$ cat config.mk
export PLATFORM = sky130hd
export DESIGN_NAME = display_digit_scanner_flat
export DESIGN_NICKNAME = d
export VERILOG_FILES = /design/src/rtl/display_digit_scanner_pkg.sv /design/src/rtl/display_digit_scanner_if.sv /design/src/rtl/display_digit_scanner_prescaler.sv /design/src/rtl/display_digit_scanner.sv /design/src/flat_wrapper.sv
export SDC_FILE = /design/constraint.sdc
export NUM_CORES = 1
export LEC_CHECK = 0
export CORE_ASPECT_RATIO = 0.9
export CORE_MARGIN = 5
export CORE_UTILIZATION = 60
export CTS_BUF_LIST = sky130_fd_sc_hd__clkbuf_16
export CTS_CLUSTER_SIZE = 12
export DETAILED_ROUTE_END_ITERATION = 7
export GPL_TIMING_DRIVEN = 0
export MAX_ROUTING_LAYER = met4
export PLACE_DENSITY = 0.81
export SYNTH_ARGS = -nofsm -noshare
export SYNTH_HDL_FRONTEND = slang
export SYNTH_SLANG_ARGS = --single-unit
export TNS_END_PERCENT = 1
$ cat constraint.sdc
create_clock -name clk -period 3.03 [get_ports clk]
set_input_delay 0.303 -clock clk [delete_from_list [all_inputs] [get_ports clk]]
set_output_delay 0.303 -clock clk [all_outputs]
set_load 0.01 [all_outputs]
$ cat src/rtl/display_digit_scanner_pkg.sv
`default_nettype none
// ============================================================================
// Package : display_pkg -- shared constants and types for the display blocks
// Rev     : 1.0
// ============================================================================
package display_pkg;

  localparam int ACT_LOW  = 1;
  localparam int ACT_HIGH = 0;

  localparam int DEFAULT_N_DIGITS    = 4;
  localparam int DEFAULT_REFRESH_DIV = 50000;

  typedef logic [3:0] digit_nibble_t;

endpackage : display_pkg
`default_nettype wire

$ cat src/rtl/display_digit_scanner_if.sv
`default_nettype none
// ============================================================================
// Interface : display_digit_scanner_if -- control/value inputs, scan outputs
// Rev       : 1.0
// ============================================================================
interface display_digit_scanner_if
  import display_pkg::*;
#(
  parameter int N_DIGITS = DEFAULT_N_DIGITS
);
  localparam int IDX_W = (N_DIGITS > 1) ? $clog2(N_DIGITS) : 1;

  logic                  en;
  logic                  load;
  logic [4*N_DIGITS-1:0] value_i;
  logic                  blank_lz;
  digit_nibble_t         digit_o;
  logic [N_DIGITS-1:0]   anode_o;
  logic [IDX_W-1:0]      digit_idx_o;
  logic                  frame_done;

  modport master (
    output en, load, value_i, blank_lz,
    input  digit_o, anode_o, digit_idx_o, frame_done
  );

  modport slave (
    input  en, load, value_i, blank_lz,
    output digit_o, anode_o, digit_idx_o, frame_done
  );

endinterface : display_digit_scanner_if
`default_nettype wire

$ cat src/rtl/display_digit_scanner_prescaler.sv
`default_nettype none
// ============================================================================
// Module : refresh_prescaler -- free-running 0..DIV-1 counter, tick on last
// Rev    : 1.0
// ============================================================================
module refresh_prescaler #(
  parameter int DIV = 4
) (
  input  logic clk,
  input  logic rst,
  input  logic en,
  output logic tick
);
  localparam int              CW     = (DIV > 1) ? $clog2(DIV) : 1;
  localparam logic [CW-1:0]   C_LAST = CW'(DIV - 1);

  logic [CW-1:0] r_count;

  always_ff @(posedge clk or posedge rst) begin
    if (rst) begin
      r_count <= '0;
    end else if (en) begin
      r_count <= (r_count == C_LAST) ? '0 : r_count + CW'(1);
    end
  end

  assign tick = en && (r_count == C_LAST);

endmodule : refresh_prescaler
`default_nettype wire

$ cat src/rtl/display_digit_scanner.sv
`default_nettype none
// ============================================================================
// Module : display_digit_scanner -- multiplexed 7-seg digit scan driver
// Rev    : 1.0
// ============================================================================
module display_digit_scanner
  import display_pkg::*;
#(
  parameter int N_DIGITS      = DEFAULT_N_DIGITS,
  parameter int REFRESH_DIV   = DEFAULT_REFRESH_DIV,
  parameter int ANODE_ACT_LOW = ACT_LOW
) (
  input  logic                    clk,
  input  logic                    rst,
  display_digit_scanner_if.slave  bus
);
  localparam int               IW         = (N_DIGITS > 1) ? $clog2(N_DIGITS) : 1;
  localparam int               VW         = 4 * N_DIGITS;
  localparam logic [IW-1:0]    C_LAST_IDX = IW'(N_DIGITS - 1);
  localparam logic             C_OFF      = (ANODE_ACT_LOW == ACT_HIGH) ? 1'b0 : 1'b1;
  localparam logic [N_DIGITS-1:0] C_ALL_OFF = {N_DIGITS{C_OFF}};

  logic                w_tick;
  logic                w_wrap;
  logic                w_blank;
  logic [VW-1:0]       w_upper;
  logic [N_DIGITS-1:0] w_sel;

  logic [IW-1:0]       r_idx;
  logic [VW-1:0]       r_shadow;
  logic [VW-1:0]       r_pending;
  logic                r_pending_valid;

  digit_nibble_t       r_digit;
  logic [N_DIGITS-1:0] r_anode;
  logic [IW-1:0]       r_idx_o;
  logic                r_frame_done;

  refresh_prescaler #(
    .DIV (REFRESH_DIV)
  ) u_prescaler (
    .clk  (clk),
    .rst  (rst),
    .en   (bus.en),
    .tick (w_tick)
  );

  assign w_wrap  = w_tick && (r_idx == C_LAST_IDX);
  // Shifting the selected nibble down to bit 0 leaves only it and the more
  // significant nibbles, so a zero result means "this and all leading are 0".
  assign w_upper = r_shadow >> {r_idx, 2'b00};
  assign w_blank = bus.blank_lz && (r_idx != '0) && (w_upper == '0);
  assign w_sel   = N_DIGITS'(1) << r_idx;

  always_ff @(posedge clk or posedge rst) begin
    if (rst) begin
      r_idx           <= '0;
      r_shadow        <= '0;
      r_pending       <= '0;
      r_pending_valid <= 1'b0;
    end else begin
      if (w_tick) begin
        r_idx <= w_wrap ? '0 : r_idx + IW'(1);
      end
      // Shadow only changes at the frame boundary so a frame never mixes values.
      if (w_wrap) begin
        if (bus.load) begin
          r_shadow <= bus.value_i;
        end else if (r_pending_valid) begin
          r_shadow <= r_pending;
        end
        r_pending_valid <= 1'b0;
      end else if (bus.load) begin
        r_pending       <= bus.value_i;
        r_pending_valid <= 1'b1;
      end
    end
  end

  always_ff @(posedge clk or posedge rst) begin
    if (rst) begin
      r_digit      <= '0;
      r_anode      <= C_ALL_OFF;
      r_idx_o      <= '0;
      r_frame_done <= 1'b0;
    end else begin
      r_idx_o      <= r_idx;
      r_frame_done <= w_wrap;
      if (!bus.en) begin
        r_anode <= C_ALL_OFF;
      end else if (w_blank) begin
        r_anode <= C_ALL_OFF;
        r_digit <= '0;
      end else begin
        r_anode <= C_OFF ? ~w_sel : w_sel;
        r_digit <= w_upper[3:0];
      end
    end
  end

  assign bus.digit_o     = r_digit;
  assign bus.anode_o     = r_anode;
  assign bus.digit_idx_o = r_idx_o;
  assign bus.frame_done  = r_frame_done;

endmodule : display_digit_scanner
`default_nettype wire

$ cat src/flat_wrapper.sv
// flat-port wrapper written by rule: the top's interface ports become plain ports
module display_digit_scanner_flat import display_pkg::*;
#(
  parameter int N_DIGITS      = DEFAULT_N_DIGITS,
  parameter int REFRESH_DIV   = DEFAULT_REFRESH_DIV,
  parameter int ANODE_ACT_LOW = ACT_LOW
)
  (clk, rst, bus_en, bus_load, bus_value_i, bus_blank_lz, bus_digit_o, bus_anode_o, bus_digit_idx_o, bus_frame_done);
  display_digit_scanner_if #(.N_DIGITS(N_DIGITS)) bus_i ();
  input  logic clk;
  input  logic rst;
  input wire logic [$bits(bus_i.en)-1:0] bus_en;
  input wire logic [$bits(bus_i.load)-1:0] bus_load;
  input wire logic [$bits(bus_i.value_i)-1:0] bus_value_i;
  input wire logic [$bits(bus_i.blank_lz)-1:0] bus_blank_lz;
  output wire logic [$bits(bus_i.digit_o)-1:0] bus_digit_o;
  output wire logic [$bits(bus_i.anode_o)-1:0] bus_anode_o;
  output wire logic [$bits(bus_i.digit_idx_o)-1:0] bus_digit_idx_o;
  output wire logic [$bits(bus_i.frame_done)-1:0] bus_frame_done;
  assign bus_i.en = bus_en;
  assign bus_i.load = bus_load;
  assign bus_i.value_i = bus_value_i;
  assign bus_i.blank_lz = bus_blank_lz;
  assign bus_digit_o = bus_i.digit_o;
  assign bus_anode_o = bus_i.anode_o;
  assign bus_digit_idx_o = bus_i.digit_idx_o;
  assign bus_frame_done = bus_i.frame_done;
  display_digit_scanner #(.N_DIGITS(N_DIGITS), .REFRESH_DIV(REFRESH_DIV), .ANODE_ACT_LOW(ANODE_ACT_LOW)) u_core (.clk(clk), .rst(rst), .bus(bus_i));
endmodule
==> Yosys cells after proc, flatten, opt, wreduce, memory -nomap -nowiden <==
Cells that the tools add are included.
{ "classes": {"eq_ne": 2, "div": 0, "n_addsub": 2, "bitwise": 2, "mul": 0, "reduce_logical": 10, "order_cmp": 0, "mux": 9, "shift": 2} }
{ "ops": {"columns": ["op", "count"], "rows": [
  ["$mux W16", 3],
  ["$add A16 B1 Y16 const B", 1],
  ["$eq A16 B16 Y1 const B", 1],
  ["$logic_not A16 Y1", 1],
  ["$shr A16 B4 Y16", 1],
  ["$mux W4", 3],
  ["$reduce_bool A2 Y1", 3],
  ["$logic_and A1 B1 Y1", 4],
  ["$not A4 Y4", 1],
  ["$reduce_and A2 Y1", 2],
  ["$shl A1 B2 Y4 const A", 1],
  ["$add A2 B1 Y2 const B", 1],
  ["$eq A2 B2 Y1 const B", 1],
  ["$mux W1", 2],
  ["$mux W2", 1],
  ["$not A1 Y1", 1]
]} }
{ "totals": {"memories": 0, "ramBits": 0, "elab_cells": 36, "latchBits": 0, "romBits": 0, "in_bits": 21, "reg_bits": 62} }

==> Logic depth before layout (Yosys ltp) <==
{ "depth": {"ltp_word": 5, "ltp_mapped": 7, "mapped_depth_nobuf": 6} }

==> By module <==
A second synthesis with hierarchy kept.
{ "unflattened": {"hier_cells": 232, "area_unflattened_um2": 2808.9} }
{ "by_module_without_submodules": {"columns": ["module", "seq_area_each_um2", "instances", "area_each_um2", "cells_each"], "rows": [
  ["display_digit_scanner", 1156.1, 1, 2014.4, 157],
  ["refresh_prescaler", 400.4, 1, 794.5, 75]
]} }

==> Worst setup path before layout <==
Ideal clock, no wire load.
{ "synth_timing": {"kind": "register to register", "from": "reg u_core.u_prescaler.r_count[10]", "to": "reg u_core.r_pending[0]", "period_less_slack_ps": 1837, "stages_incl_launch_ff": 6, "t_arrival_ps": 1712, "slack_ps": 1193, "path_cell_list": "dfrtp_1 nor4_4 nand3_2 o21ai_2 buf_6 mux2_2"} }
{ "synth_between": {"elab_chain_cells": 5} }
{ "synth_lines": {"columns": ["item", "line", "source"], "rows": [
  ["start: declaration", "display_digit_scanner_prescaler.sv:17", "logic [CW-1:0] r_count;"],
  ["start signal: assignment", "display_digit_scanner_prescaler.sv:23", "r_count <= (r_count == C_LAST) ? '0 : r_count + CW'(1);"],
  ["$eq A16 B16 Y1", "display_digit_scanner_prescaler.sv:27", "assign tick = en && (r_count == C_LAST);"],
  ["$logic_and A1 B1 Y1", "display_digit_scanner_prescaler.sv:27", null],
  ["$logic_and A1 B1 Y1", "display_digit_scanner.sv:48", "assign w_wrap = w_tick && (r_idx == C_LAST_IDX);"],
  ["$not A1 Y1 (no line)", null, null],
  ["$reduce_and A2 Y1 (no line)", null, null],
  ["end signal: assignment", "display_digit_scanner.sv:74", "r_pending <= bus.value_i;"],
  ["end: declaration", "display_digit_scanner.sv:31", "logic [VW-1:0] r_pending;"]
]} }
Every way passes these cells.
A chain may end at the register's enable or synchronous reset.

==> Worst setup path after layout <==
{ "layout_timing": {"from": "reg u_core.u_prescaler.r_count[0]", "to": "reg u_core.r_pending[0]"} }
Same word-level chain as after synthesis.

==> flow_summary.json <==
{
  "worst_slew_pin_slew_ns": 0.602,
  "yosysMostFrequentCell": "dfrtp_1",
  "maxCapViolCount": 0,
  "drc": 0,
  "die_area_mm2": 0.00636,
  "status": "complete, no violations",
  "tns_ns": 0,
  "track_usage": 0.212,
  "clock_skew_ns": 0.00654,
  "synth-xor-area-share": 0.0360,
  "cpPeakStageDelay_ns": 0.45,
  "dp_hpwl_um": 4090,
  "avgSynthCellArea_um2": 12.3,
  "grt-ovfl-total": 0,
  "boundaryPins": 32,
  "synth_compound_area_frac": 0.110,
  "cts_tree": "yes",
  "start_util": 0.611,
  "ys_seq_area_frac": 0.534,
  "antenna_found_initial": 0,
  "core_area_mm2": 0.00477,
  "whs_ns": 0.331,
  "synthSimpleGateAreaFrac": 0.153,
  "dpl-instance-area_mm2": 0.00332,
  "synthAdderAreaFrac": 0.0215,
  "synth_top_family_by_area": "simple AND/OR/NAND/NOR gates",
  "power.leakage_uw": 0.00156,
  "clk_path_buf_depth": 2,
  "antenna_cells": 0,
  "holdCritPathClass": "input pin to flop",
  "synth.top_cell.area_share": 0.498,
  "drt-wirelength-per-cell_um": 16.6,
  "routed_via_density": 5.72,
  "cpMaxStageDelayCell": "dfrtp_1",
  "path_clk_slew_ns": 0.05,
  "io_buffer_count": 30,
  "crit_family": "flip-flops",
  "rows": 24,
  "hold_viol_final": 0,
  "drive_gt1_frac": 0.196,
  "worst-path-max-fanout": 10,
  "grt_pass1_vias": 2099,
  "cts_setup_buffers": 0,
  "fillers": 319,
  "syn_area_mm2": 0.00292,
  "fin_nets": 306,
  "synth-edff-count": 0,
  "drv_slew": 0,
  "critical_path_buf_inv_count": 1,
  "clock-sinks": 62,
  "yosys-top-cells-area": "dfrtp_1 (50%), mux2_2 (8.1%), o2bb2ai_1 (4.5%), and3b_1 (3.9%), dfstp_2 (3.6%)",
  "fin_crit_ns": 2.17,
  "yosys_most_used_dff": "dfrtp_1",
  "synth_top_area_cell": "dfrtp_1",
  "path_class": "flop to flop",
  "syn2layout_area_growth_pct": 22.5,
  "end_kind": "flop",
  "syn_inst": 238,
  "syn_nets": 264,
  "crit_path_start_kind": "flop",
  "fmax_ghz": 0.461,
  "clk_latency_ns": 0.32,
  "synthTopCellsByCount": "dfrtp_1 (58), mux2_2 (21), o2bb2ai_1 (15), a21oi_1 (13), and3b_1 (13)",
  "setup_viol": 0,
  "rsz0062_at_grt": "no",
  "synth_cell_types": 42,
  "fin_area_mm2": 0.00357,
  "grt_pass1_wl_um": 10400,
  "die_x_um": 83.5,
  "cts-root-buf": "clkbuf_16",
  "yosys_warnings": 0,
  "synthArstFlopShare": 1.00,
  "power_density_mw_per_mm2": 557,
  "arrival_ns": 2.37,
  "htree_levels": 3,
  "ant_nets": 0,
  "path_cells": "ha_1 > and4_1 > nand2_1 > o21ai_2 > buf_6 > mux2_2",
  "critPathRequiredTime_ns": 3.23,
  "cts_resized": 0,
  "cts_buffers": 9,
  "slew_headroom": 0.598,
  "synth_seq_cells": 62,
  "die_height_um": 76.1,
  "routabilityCongestion": 0.801,
  "period_share": 0.716,
  "grt_max_degree": 36,
  "peakVddDrop_v": 0.000423,
  "dpl.cell_count": 334,
  "fin_cells": 350,
  "drt-pass1-iter-count": 4,
  "vias": 2002,
  "drt_iter0_drc": 105,
  "ctsHoldBuffers": 0,
  "routed_wl_um": 5830,
  "muxShareOfSynthArea": 0.112
}
kinds of logic (layout without fill, tap and decap cells):
group / Yosys count / count (layout)
AND/OR/NAND/NOR: 72 / 72
buffers and inverters: 18 / 65
AO/OA/AOI/OAI: 44 / 44
XOR/XNOR: 12 / 12
adder cells (fa/ha/maj): 5 / 5
flip-flops: 62 / 62
multiplexers: 25 / 25
layout by cell type (no fill, tap or decap), types with 2 or more instances in the layout:
cell type,n
a21oi_1,13
a22oi_1,3
and3b_1,13
buf_2,4
buf_6,2
clkbuf_1,5
clkbuf_16,9
clkdlybuf4s50_1,30
clkinv_1,2
clkinv_2,2
dfrtp_1,58
dfstp_2,4
ha_1,5
inv_1,8
mux2_2,21
mux4_2,4
nand2_1,10
nand2b_1,2
nand3_1,8
nand4_1,6
nor2_1,12
nor3_1,4
nor4_1,4
o211ai_1,3
o21ai_0,3
o2bb2ai_1,15
or2_1,2
or3_1,3
xnor2_1,7
xor2_1,5
final timing paths:
kind                       cells after the start                   endpoint                          start  slack, ns
max                                            6        u_core.r_pending[0]  u_core.u_prescaler.r_count[0]       0.86
min                                            2      u_core.bus.digit_o[2]                         bus_en       0.33
max reg2reg                                    6        u_core.r_pending[0]  u_core.u_prescaler.r_count[0]       0.86
min reg2reg                                    0  u_core.bus.digit_idx_o[0]                u_core.r_idx[0]       0.47
max in group asynchronous                      3      u_core.bus.anode_o[1]                            rst       2.00
min in group asynchronous                      2        u_core.r_shadow[14]                            rst       0.38
per-layer routing:
metal / up-vias / global-route usage / wire length (um)
met2: 52 / 0.313 / 2610
li1: 959 / - / -
met3: 11 / 0.0627 / 316
met4: 0 / 0.0756 / 122
met5: - / - / 0
met1: 980 / 0.281 / 2780
stage by stage:
stage,utilization,power (uW),setup slack [ns]
4_1_cts,0.748,2010,0.860
3_3_place_gp,0.691,1120,0.143
3_5_place_dp,0.695,1140,0.887
6_report,0.748,1990,0.860
5_1_grt,0.748,2080,0.709
2_1_floorplan,-,1060,1.19
cell type report:
type                            instances  area (um^2)  area share
Clock buffer                            9          225      0.0630
Tap cell                               65         81.3      0.0228
Sequential cell                        62         1560       0.436
Multi-Input combinational cell        158         1260       0.353
Clock inverter                          7         28.8     0.00806
Buffer                                 12         76.3      0.0214
Timing Repair Buffer                   31          320      0.0897
Inverter                                6         22.5     0.00630
sequential cells by signal (all words and copies together), names as in the netlist:
| name | cells |
|---|---|
| u_core.r_pending | 16 |
| u_core.r_shadow | 16 |
| u_core.u_prescaler.r_count | 16 |
| u_core.bus.anode_o | 4 |
| u_core.bus.digit_o | 4 |
| u_core.bus.digit_idx_o | 2 |
| u_core.r_idx | 2 |
| u_core.bus.frame_done | 1 |
| u_core.r_pending_valid | 1 |
report_power, final:
group          switching, uW  internal [uW]  total (uW)
Clock                    327            533         860
Combinational           90.1           94.7         185
Sequential              59.5            885         945
Total                    476           1510        1990
(Power assumes the default switching activity.)
